File: config.mk
export PLATFORM = sky130hd
export DESIGN_NAME = conv_window_gen
export DESIGN_NICKNAME = d
export VERILOG_FILES = /design/src/rtl/bnn_pkg.sv /design/src/rtl/line_buffer.sv /design/src/rtl/conv_window_gen.sv
export SDC_FILE = /design/constraint.sdc
export NUM_CORES = 2
export LEC_CHECK = 0
export ABC_AREA = 1
export BUFFER_PORTS_ARGS = -buffer_cell sky130_fd_sc_hd__buf_4
export CORE_UTILIZATION = 39
export CTS_CLUSTER_DIAMETER = 40
export DETAILED_ROUTE_END_ITERATION = 8
export PLACE_DENSITY_LB_ADDON = 0.2
export RECOVER_POWER = 25
export SLEW_MARGIN = 5
export SYNTH_ARGS = -nofsm -noshare
export SYNTH_HDL_FRONTEND = slang
export SYNTH_MEMORY_MAX_BITS = 65536
export SYNTH_SLANG_ARGS = --single-unit
export TNS_END_PERCENT = 30
File: constraint.sdc
create_clock -name clk -period 64.9 [get_ports clk]
set_input_delay 6.49 -clock clk [delete_from_list [all_inputs] [get_ports clk]]
set_output_delay 6.49 -clock clk [all_outputs]
set_load 0.1 [all_outputs]
File: src/rtl/bnn_pkg.sv
// Shared types and helpers for the BNN convolution datapath.
package bnn_pkg;

  // Frame-tracking states of the window generator.
  typedef enum logic [1:0] {
    IDLE = 2'd0,
    RUN  = 2'd1,
    ERR  = 2'd2
  } state_e;

  // LSB position of tap (r,c) inside a flattened K*K window of data_w-bit pixels.
  function automatic int tap_lsb(input int r, input int c, input int k, input int data_w);
    return (r * k + c) * data_w;
  endfunction

endpackage

File: src/rtl/line_buffer.sv
// Circular line memory: combinational read and synchronous write at one shared
// address, so a read in the write cycle returns the value from before the write.
module line_buffer #(
  parameter int DEPTH = 28,
  parameter int WIDTH = 32,
  parameter int AW    = $clog2(DEPTH)
) (
  input  logic             clk,
  input  logic             we,
  input  logic [AW-1:0]    addr,
  input  logic [WIDTH-1:0] wdata,
  output logic [WIDTH-1:0] rdata
);

  logic [WIDTH-1:0] mem [DEPTH];

  // Old contents are visible during the cycle that overwrites them.
  assign rdata = mem[addr];

  // Store the incoming column value for the next row to read.
  always_ff @(posedge clk) begin
    if (we) mem[addr] <= wdata;
  end

endmodule

File: src/rtl/conv_window_gen.sv
// Sliding K x K window generator over a raster pixel stream with runtime
// image size, valid gating, frame tracking and configuration checking.
//
// Handshake: in_valid marks a pixel on din in that cycle; there is no ready,
// the block accepts every beat. Outputs follow each accepted beat by exactly
// one cycle; win_valid/frame_done are single-cycle qualifiers, win holds.
module conv_window_gen
  import bnn_pkg::*;
#(
  parameter int DATA_W = 32,
  parameter int K      = 5,
  parameter int MAX_W  = 28,
  parameter int MAX_H  = 28,
  parameter int WW     = $clog2(MAX_W + 1),
  parameter int HW     = $clog2(MAX_H + 1)
) (
  input  logic                     clk,
  input  logic                     rst,
  input  logic                     in_valid,
  input  logic signed [DATA_W-1:0] din,
  input  logic [WW-1:0]            cfg_w,
  input  logic [HW-1:0]            cfg_h,
  output logic                     win_valid,
  output logic [K*K*DATA_W-1:0]    win,
  output logic                     frame_done,
  output logic                     busy,
  output logic                     cfg_err
);

  localparam int AW = $clog2(MAX_W);

  state_e                   state_q, state_d;
  logic [HW-1:0]            row_q;
  logic [WW-1:0]            col_q;
  logic [WW-1:0]            lat_w_m1;
  logic [HW-1:0]            lat_h_m1;
  logic                     win_valid_q, frame_done_q, busy_q, cfg_err_q;
  logic signed [DATA_W-1:0] win_q [K][K];
  logic signed [DATA_W-1:0] line_rd [K-1];

  logic          beat, cfg_ok, last, emit;
  logic [WW-1:0] in_w_m1, w_m1, cur_col, next_col;
  logic [HW-1:0] in_h_m1, h_m1, cur_row, next_row;

  // Position of the current beat, last-pixel detection and next-state logic.
  // Out-of-range sizes are clamped so an error frame still terminates.
  always_comb begin
    beat    = in_valid & ~rst;
    cfg_ok  = (cfg_w >= WW'(K)) && (cfg_w <= WW'(MAX_W)) &&
              (cfg_h >= HW'(K)) && (cfg_h <= HW'(MAX_H));
    in_w_m1 = (cfg_w > WW'(MAX_W)) ? WW'(MAX_W - 1) :
              (cfg_w == '0)        ? '0 : cfg_w - WW'(1);
    in_h_m1 = (cfg_h > HW'(MAX_H)) ? HW'(MAX_H - 1) :
              (cfg_h == '0)        ? '0 : cfg_h - HW'(1);
    if (state_q == IDLE) begin
      cur_row = '0;
      cur_col = '0;
      w_m1    = in_w_m1;
      h_m1    = in_h_m1;
    end else begin
      cur_row = row_q;
      cur_col = col_q;
      w_m1    = lat_w_m1;
      h_m1    = lat_h_m1;
    end
    last = (cur_col == w_m1) && (cur_row == h_m1);
    emit = (state_q == RUN) && (cur_row >= HW'(K - 1)) && (cur_col >= WW'(K - 1));
    next_col = cur_col + WW'(1);
    next_row = cur_row;
    if (last) begin
      next_col = '0;
      next_row = '0;
    end else if (cur_col == w_m1) begin
      next_col = '0;
      next_row = cur_row + HW'(1);
    end
    state_d = state_q;
    if (beat) begin
      if (last)                   state_d = IDLE;
      else if (state_q == IDLE)   state_d = cfg_ok ? RUN : ERR;
    end
  end

  // Control state: FSM, counters, latched configuration and output flags.
  always_ff @(posedge clk) begin
    if (rst) begin
      state_q      <= IDLE;
      row_q        <= '0;
      col_q        <= '0;
      lat_w_m1     <= '0;
      lat_h_m1     <= '0;
      win_valid_q  <= 1'b0;
      frame_done_q <= 1'b0;
      busy_q       <= 1'b0;
      cfg_err_q    <= 1'b0;
    end else begin
      state_q      <= state_d;
      win_valid_q  <= beat & emit;
      frame_done_q <= beat & last;
      if (beat) begin
        row_q  <= next_row;
        col_q  <= next_col;
        busy_q <= ~last;
        if (state_q == IDLE) begin
          lat_w_m1  <= in_w_m1;
          lat_h_m1  <= in_h_m1;
          cfg_err_q <= ~cfg_ok;
        end
      end
    end
  end

  // Window shift: older columns move toward higher c, column 0 takes the new
  // pixel stacked on the same column of the previous K-1 rows.
  always_ff @(posedge clk) begin
    if (beat) begin
      for (int r = 0; r < K; r++) begin
        for (int c = K - 1; c > 0; c--) win_q[r][c] <= win_q[r][c-1];
      end
      win_q[0][0] <= din;
      for (int r = 1; r < K; r++) win_q[r][0] <= line_rd[r-1];
    end
  end

  // K-1 line memories chained so line i holds the row i+1 above the current one.
  for (genvar i = 0; i < K - 1; i++) begin : g_line
    logic [DATA_W-1:0] wdata;
    logic [DATA_W-1:0] rdata;
    if (i == 0) begin : g_first
      assign wdata = din;
    end else begin : g_rest
      assign wdata = line_rd[i-1];
    end
    assign line_rd[i] = rdata;
    line_buffer #(.DEPTH(MAX_W), .WIDTH(DATA_W), .AW(AW)) u_line (
      .clk   (clk),
      .we    (beat),
      .addr  (cur_col[AW-1:0]),
      .wdata (wdata),
      .rdata (rdata)
    );
  end

  // Flatten the register window into the tap-ordered output bus.
  always_comb begin
    win = '0;
    for (int r = 0; r < K; r++) begin
      for (int c = 0; c < K; c++) win[tap_lsb(r, c, K, DATA_W) +: DATA_W] = win_q[r][c];
    end
  end

  assign win_valid  = win_valid_q;
  assign frame_done = frame_done_q;
  assign busy       = busy_q;
  assign cfg_err    = cfg_err_q;

endmodule

# ---- After elaboration in Yosys (flattened, before gate mapping)
# Memory sizes are Yosys's and may differ from the RTL's.
# Index checks and enable logic that the tools add are counted.
dict set report word_totals {
  ram_bits 4384
  regBits 26
  wordCells 64
  mem_count 5
}
# name depth word_bits read_ports rd_ports_with_merged_regs wr line_no
set memory_table {}
lappend memory_table {{g_line[0].u_line.mem} 28 32 1 0 1 line_buffer.sv:15} ;# logic [WIDTH-1:0] mem [DEPTH];
lappend memory_table {{g_line[1].u_line.mem} 28 32 1 0 1 line_buffer.sv:15}
lappend memory_table {{g_line[2].u_line.mem} 28 32 1 0 1 line_buffer.sv:15}
lappend memory_table {{g_line[3].u_line.mem} 28 32 1 0 1 line_buffer.sv:15}
lappend memory_table {win_q 5 160 5 0 5 conv_window_gen.sv:38} ;# logic signed [DATA_W-1:0] win_q [K][K];
dict set report op_classes {
  add_sub_neg 4
  n_reduce_logical 12
  bitwise 6
  n_eq_ne 3
  mux 17
  n_lt_le_gt_ge 8
}
# operator n
set op_table {}
lappend op_table {{two-way mux 5 bit} 12}
lappend op_table {{>= comparator 5 x 3 -> 1 bit, second input constant} 4}
lappend op_table {{adder 5 x 1 -> 5 bit, second input constant} 2}
lappend op_table {{equality test 5 bit} 2}
lappend op_table {{greater-than comparator 5 bit, second input constant} 2}
lappend op_table {{less-or-equal comparator 5 bit, second input constant} 2}
lappend op_table {{logical NOT 5 bit} 2}
lappend op_table {{subtractor 5 x 1 -> 5 bit, second input constant} 2}
lappend op_table {{logical AND 1 bit} 6}
lappend op_table {{two-way mux 2 bit} 3}
lappend op_table {{AND reduction 2 bit} 2}
lappend op_table {{bitwise AND 1 bit} 3}
lappend op_table {{NOT 1 bit} 3}
lappend op_table {{equality test 2 x 1 -> 1 bit, second input constant} 1}
lappend op_table {{logical NOT 2 bit} 1}
lappend op_table {{two-way mux 1 bit} 2}
lappend op_table {{nonzero test 2 bit} 1}

# ---- Longest topological paths before layout
dict set report depth {
  depth_word 8
  ltp_mapped 17
  mapped_depth_nobuf 17
}

# ---- Cells and area by module
# From an unflattened synthesis, not the netlist that was laid out.
dict set report unflattened {
  hier_cells 15043
  area_unflattened_um2 173107.3
}
# mod area_per_inst_um2 seq_area_each_um2 n_inst cells_each
set by_module_without_submodules {}
lappend by_module_without_submodules {line_buffer 36785.3 26905.8 4 3484}
lappend by_module_without_submodules {conv_window_gen 25966.2 24543.5 1 1107}

# ---- Least setup slack after synthesis
# Ideal clock, no wire load.
dict set report synth_timing {
  kind {input-to-reg}
  from {input port in_valid}
  to {memory g_line[0].u_line.mem[0][0] (enable)}
  path_stages 4
  setup_time_ns 0.617
  t_required_ns 64.283
  path_buffers 0
  setup_slack_ns 11.281
  arrival_ns 53.002
  cell_sequence {inv_1 > nor2_1 > nand2_1 > nor2_1}
}
dict set report synth_between {
  elab_chain_len 3
}
# element line_no
set synth_lines {}
lappend synth_lines {{from (decl)} conv_window_gen.sv:19} ;# input logic in_valid,
lappend synth_lines {{bitwise AND 1 bit} conv_window_gen.sv:48} ;# beat = in_valid & ~rst;
lappend synth_lines {{via beat} conv_window_gen.sv:41} ;# logic beat, cfg_ok, last, emit;
lappend synth_lines {{two-way mux 1 bit} line_buffer.sv:22} ;# if (we) mem[addr] <= wdata;
lappend synth_lines {{two-way mux 1 bit (not written as such)} line_buffer.sv:22}
lappend synth_lines {{to (decl)} line_buffer.sv:15}
# The timed path passes the listed nets, and every way through them passes these cells.

==> results.cfg <==
[timing]
min_period_ns = 21.59
tns_ns = 0
whs_ns = 0.428
skew_ns = 0.0551
fmax_mhz = 46.3
finalSetupViolCount = 0
final.period_utilization_pct = 33.3
rsz0062_at_grt = no
hold_viol = 0
max_slew_margin_pct = -531
slew_viol_final = 3127
tightest_slew_ns = 9.46

[worst_setup_path]
worstPathRequired_ns = 65.43
worst_path_most_repeated_cell = clkbuf_1
arrival_ns = 22.12
critPathCaptureType = register
worstSetupStartpoint = state_q[0]$_SDFFE_PP0P_
slowest_delay_ns = 5.03
cp_slowest_cell = clkbuf_1
cp-start-kind = register
path_class = reg -> reg
crit_fanout = 150
path_cells = clkinv_1 -> nand2_1 -> nand2_1 -> clkinvlp_2 -> clkbuf_1 -> clkbuf_1 -> clkbuf_1 -> nor2_1 -> o22ai_1 -> nand2_1 -> o21ai_0 -> a221oi_1 -> clkbuf_1 -> nand2_1 -> clkbuf_1
r2r-start = state_q[0]$_SDFFE_PP0P_
cpLargestDelayFamily = buffers and inverters
path_buf_inv = 7

[placement]
gp_congestion = 0.813
portBuffers = 848
dpl.hpwl_um = 263000

[flow_run]
maxCapViolCount = 75

[power_and_ir_drop]
p_leak_uw = 0.0641
ir_worst_vdd_mv = 0.0305
powerDensity_mw_per_mm2 = 34.7

[yosys]
synth-main-ff-cell = edfxtp_1
synth-edff-count = 4384
synth_cell_type_count = 51
yosysTopAreaCell = edfxtp_1
synth_top_cell_area_share_pct = 80.5
async_flop_share_pct = 0
avgSynthCellArea_sq_um = 15.0
syn_inst = 10900
synth_seq_area_share_pct = 80.8
synth-seq-cells = 4410
yosysWarnings = 0
syn-cell-area_sq_mm = 0.164
yosys-top-cells-area = edfxtp_1 (80%), o21ai_0 (4.8%), nor2_1 (4.3%)
synth_nets = 11000

[global_routing]
grt_first_pass_wirelength_um = 711000
grt_pass1_vias = 100000
overflow = 0
grt.total_usage_pct = 22.8
grt_max_degree = 191
antenna_found_initial = 27

[run_status]
outcome = complete, but fails checks
failed_checks = max-capacitance violations, max-slew violations

[die]
rows = 237
initial_core_util_pct = 39.2
die_h_um = 650
dieWidth_um = 650
core_area_sq_mm = 0.417
pin_count = 849
die_area_sq_mm = 0.422

[clock_tree]
cts_hold_buf = 0
clock_latency_ns = 1.06
clock_path_buffers = 4
htreeDepth = 6
root_buffer = clkbuf_16
cts_setup_buffers = 0
clk_transition_reported_paths_ns = 0.06
clock_sinks = 4410
post_cts_resized = 0
cts_tree = yes
cts_made_buffers = 591

[detailed_routing]
drtAntennaViolNets = 0
vias_per_cell = 5.66
via_count = 102000
wl_per_cell_um = 27.7
drt_iter0_drc = 11000
drt_pre_antenna_iters = 6
finalWirelength_um = 497000
drcViolationCount = 0

[layout]
layout-drive-gt1-share_pct = 16.7
fin_nets = 12000
syn2layout_area_growth_pct = 20.0

[hold_path]
hold_class = reg -> reg
hold_start = win_q[0][766]$_DFFE_PP_
==> report_power, final <==
group	leakage (uW)	internal, uW	total (uW)	switching [uW]
clock	0.00956	1960	3250	1290
sequential	0.0400	3190	3200	12.9
combinational	0.0146	57.8	364	307
total	0.0641	5200	6820	1610
==> synth_stat cells, types with 25 or more instances <==
cell	count
a21oi_1	51
a221oi_1	61
a22o_1	36
and3_1	55
buf_1	25
buf_2	243
clkbuf_1	402
dfxtp_1	26
edfxtp_1	4384
inv_1	49
nand2_1	727
nand3_1	60
nand4_1	28
nor2_1	1858
o2111ai_1	34
o21ai_0	1564
o21ai_1	269
o221ai_1	35
o22a_1	181
o22ai_1	714
==> final cells by class <==
| class | instances | area (sq um) |
|---|---|---|
| well taps | 5497 | 6880 |
| fillers | 35800 | 221000 |
| repair buffers | 1136 | 8440 |
| clock inverters | 416 | 4750 |
| clock buffers | 671 | 15200 |
| diodes | 8 | 20.0 |
| inverters | 70 | 290 |
| multi-input cells | 5748 | 28500 |
| flip-flops and latches | 4410 | 132000 |
==> through the flow <==
step / setup WS, ns / instances / total power [uW] / instance area, sq um / util [%]
6_report: 43.31 / 18000 / 6820 / 196000 / 47.0
5_1_grt: 42.01 / 18000 / 7000 / 196000 / 47.0
3_5_place_dp: 53.29 / 16900 / 3620 / 177000 / 42.4
4_1_cts: 54.44 / 17900 / 6870 / 197000 / 47.2
2_1_floorplan: 11.28 / 10900 / 3510 / 164000 / -
3_3_place_gp: 53.48 / 16900 / 3620 / 177000 / 42.4
==> cell usage in the layout (no fill, tap or decap), types with 8 or more instances in the layout <==
master and instances:
o21ai_0 1573, nand2_1 728, o2111ai_2 14, nor2_4 35
a22o_1 36, nor2_1 1831, dfxtp_1 26, o21ai_1 260
nand3_1 60, clkinvlp_4 53, and3_1 55, o22ai_1 714
clkinv_16 13, clkbuf_1 152, inv_16 12, inv_2 10
clkinv_4 53, clkinv_2 63, diode_2 8, a221oi_1 61
o22a_1 181, nand4_1 28, clkbuf_16 597, o2111ai_1 14
ha_1 12, a21oi_1 50, bufinv_16 60, inv_1 50
clkinv_1 85, inv_6 60, clkinv_8 16, o221ai_1 35
nor3_1 13, buf_12 16, edfxtp_1 4384, buf_4 1042
==> layer usage <==
metal / vias up / global-route usage (%) / wire [um] / part of all wire [%]
met2: 4714 / 37.9 / 240000 / 48
met4: 6 / 6.64 / 14000 / 2.8
met5: - / 0 / 41 / 0.0083
met1: 52500 / 30.9 / 203000 / 41
li1: 43700 / - / - / -
met3: 815 / 3.47 / 39600 / 8.0
==> logic make-up after synthesis <==
kind of cell / count (synthesis) / share of synthesized area (%)
compound gates: 2971 / 10.5
xor+xnor: 4 / 0.0214
fa+ha+maj: 12 / 0.0918
buf+inv: 765 / 2.01
flops: 4410 / 80.8
simple gates: 2761 / 6.60
==> registers in the layout, summed over array words and instances, names as in the netlist <==
name,cells
busy,1
cfg_err,1
col_q,5
frame_done,1
g_line.u_line.mem,3584
lat_h_m1,5
lat_w_m1,5
row_q,5
state_q,2
win_q,800
win_valid,1
==> path summary, 6_finish.rpt <==
kind	to	slack, ns	cells after the start
min reg2reg	win_q[0][734]$_DFFE_PP_	0.43	0
max	win_q[0][308]$_DFFE_PP_	43.31	15
min	win_q[0][734]$_DFFE_PP_	0.43	0
max reg2reg	win_q[0][308]$_DFFE_PP_	43.31	15
==> worst register-to-register path, cell delays in order (launching register included) <==
cell	delay (ns)
dfxtp_1	0.37
clkinv_1	0.07
nand2_1	0.78
nand2_1	2.01
clkinvlp_2	3.15
clkbuf_1	1.28
clkbuf_1	5.03
clkbuf_1	5.10
nor2_1	0.63
o22ai_1	0.35
nand2_1	0.08
o21ai_0	0.11
a221oi_1	0.09
clkbuf_1	0.32
nand2_1	0.13
clkbuf_1	1.52
Power figures use the tool's default switching activity.
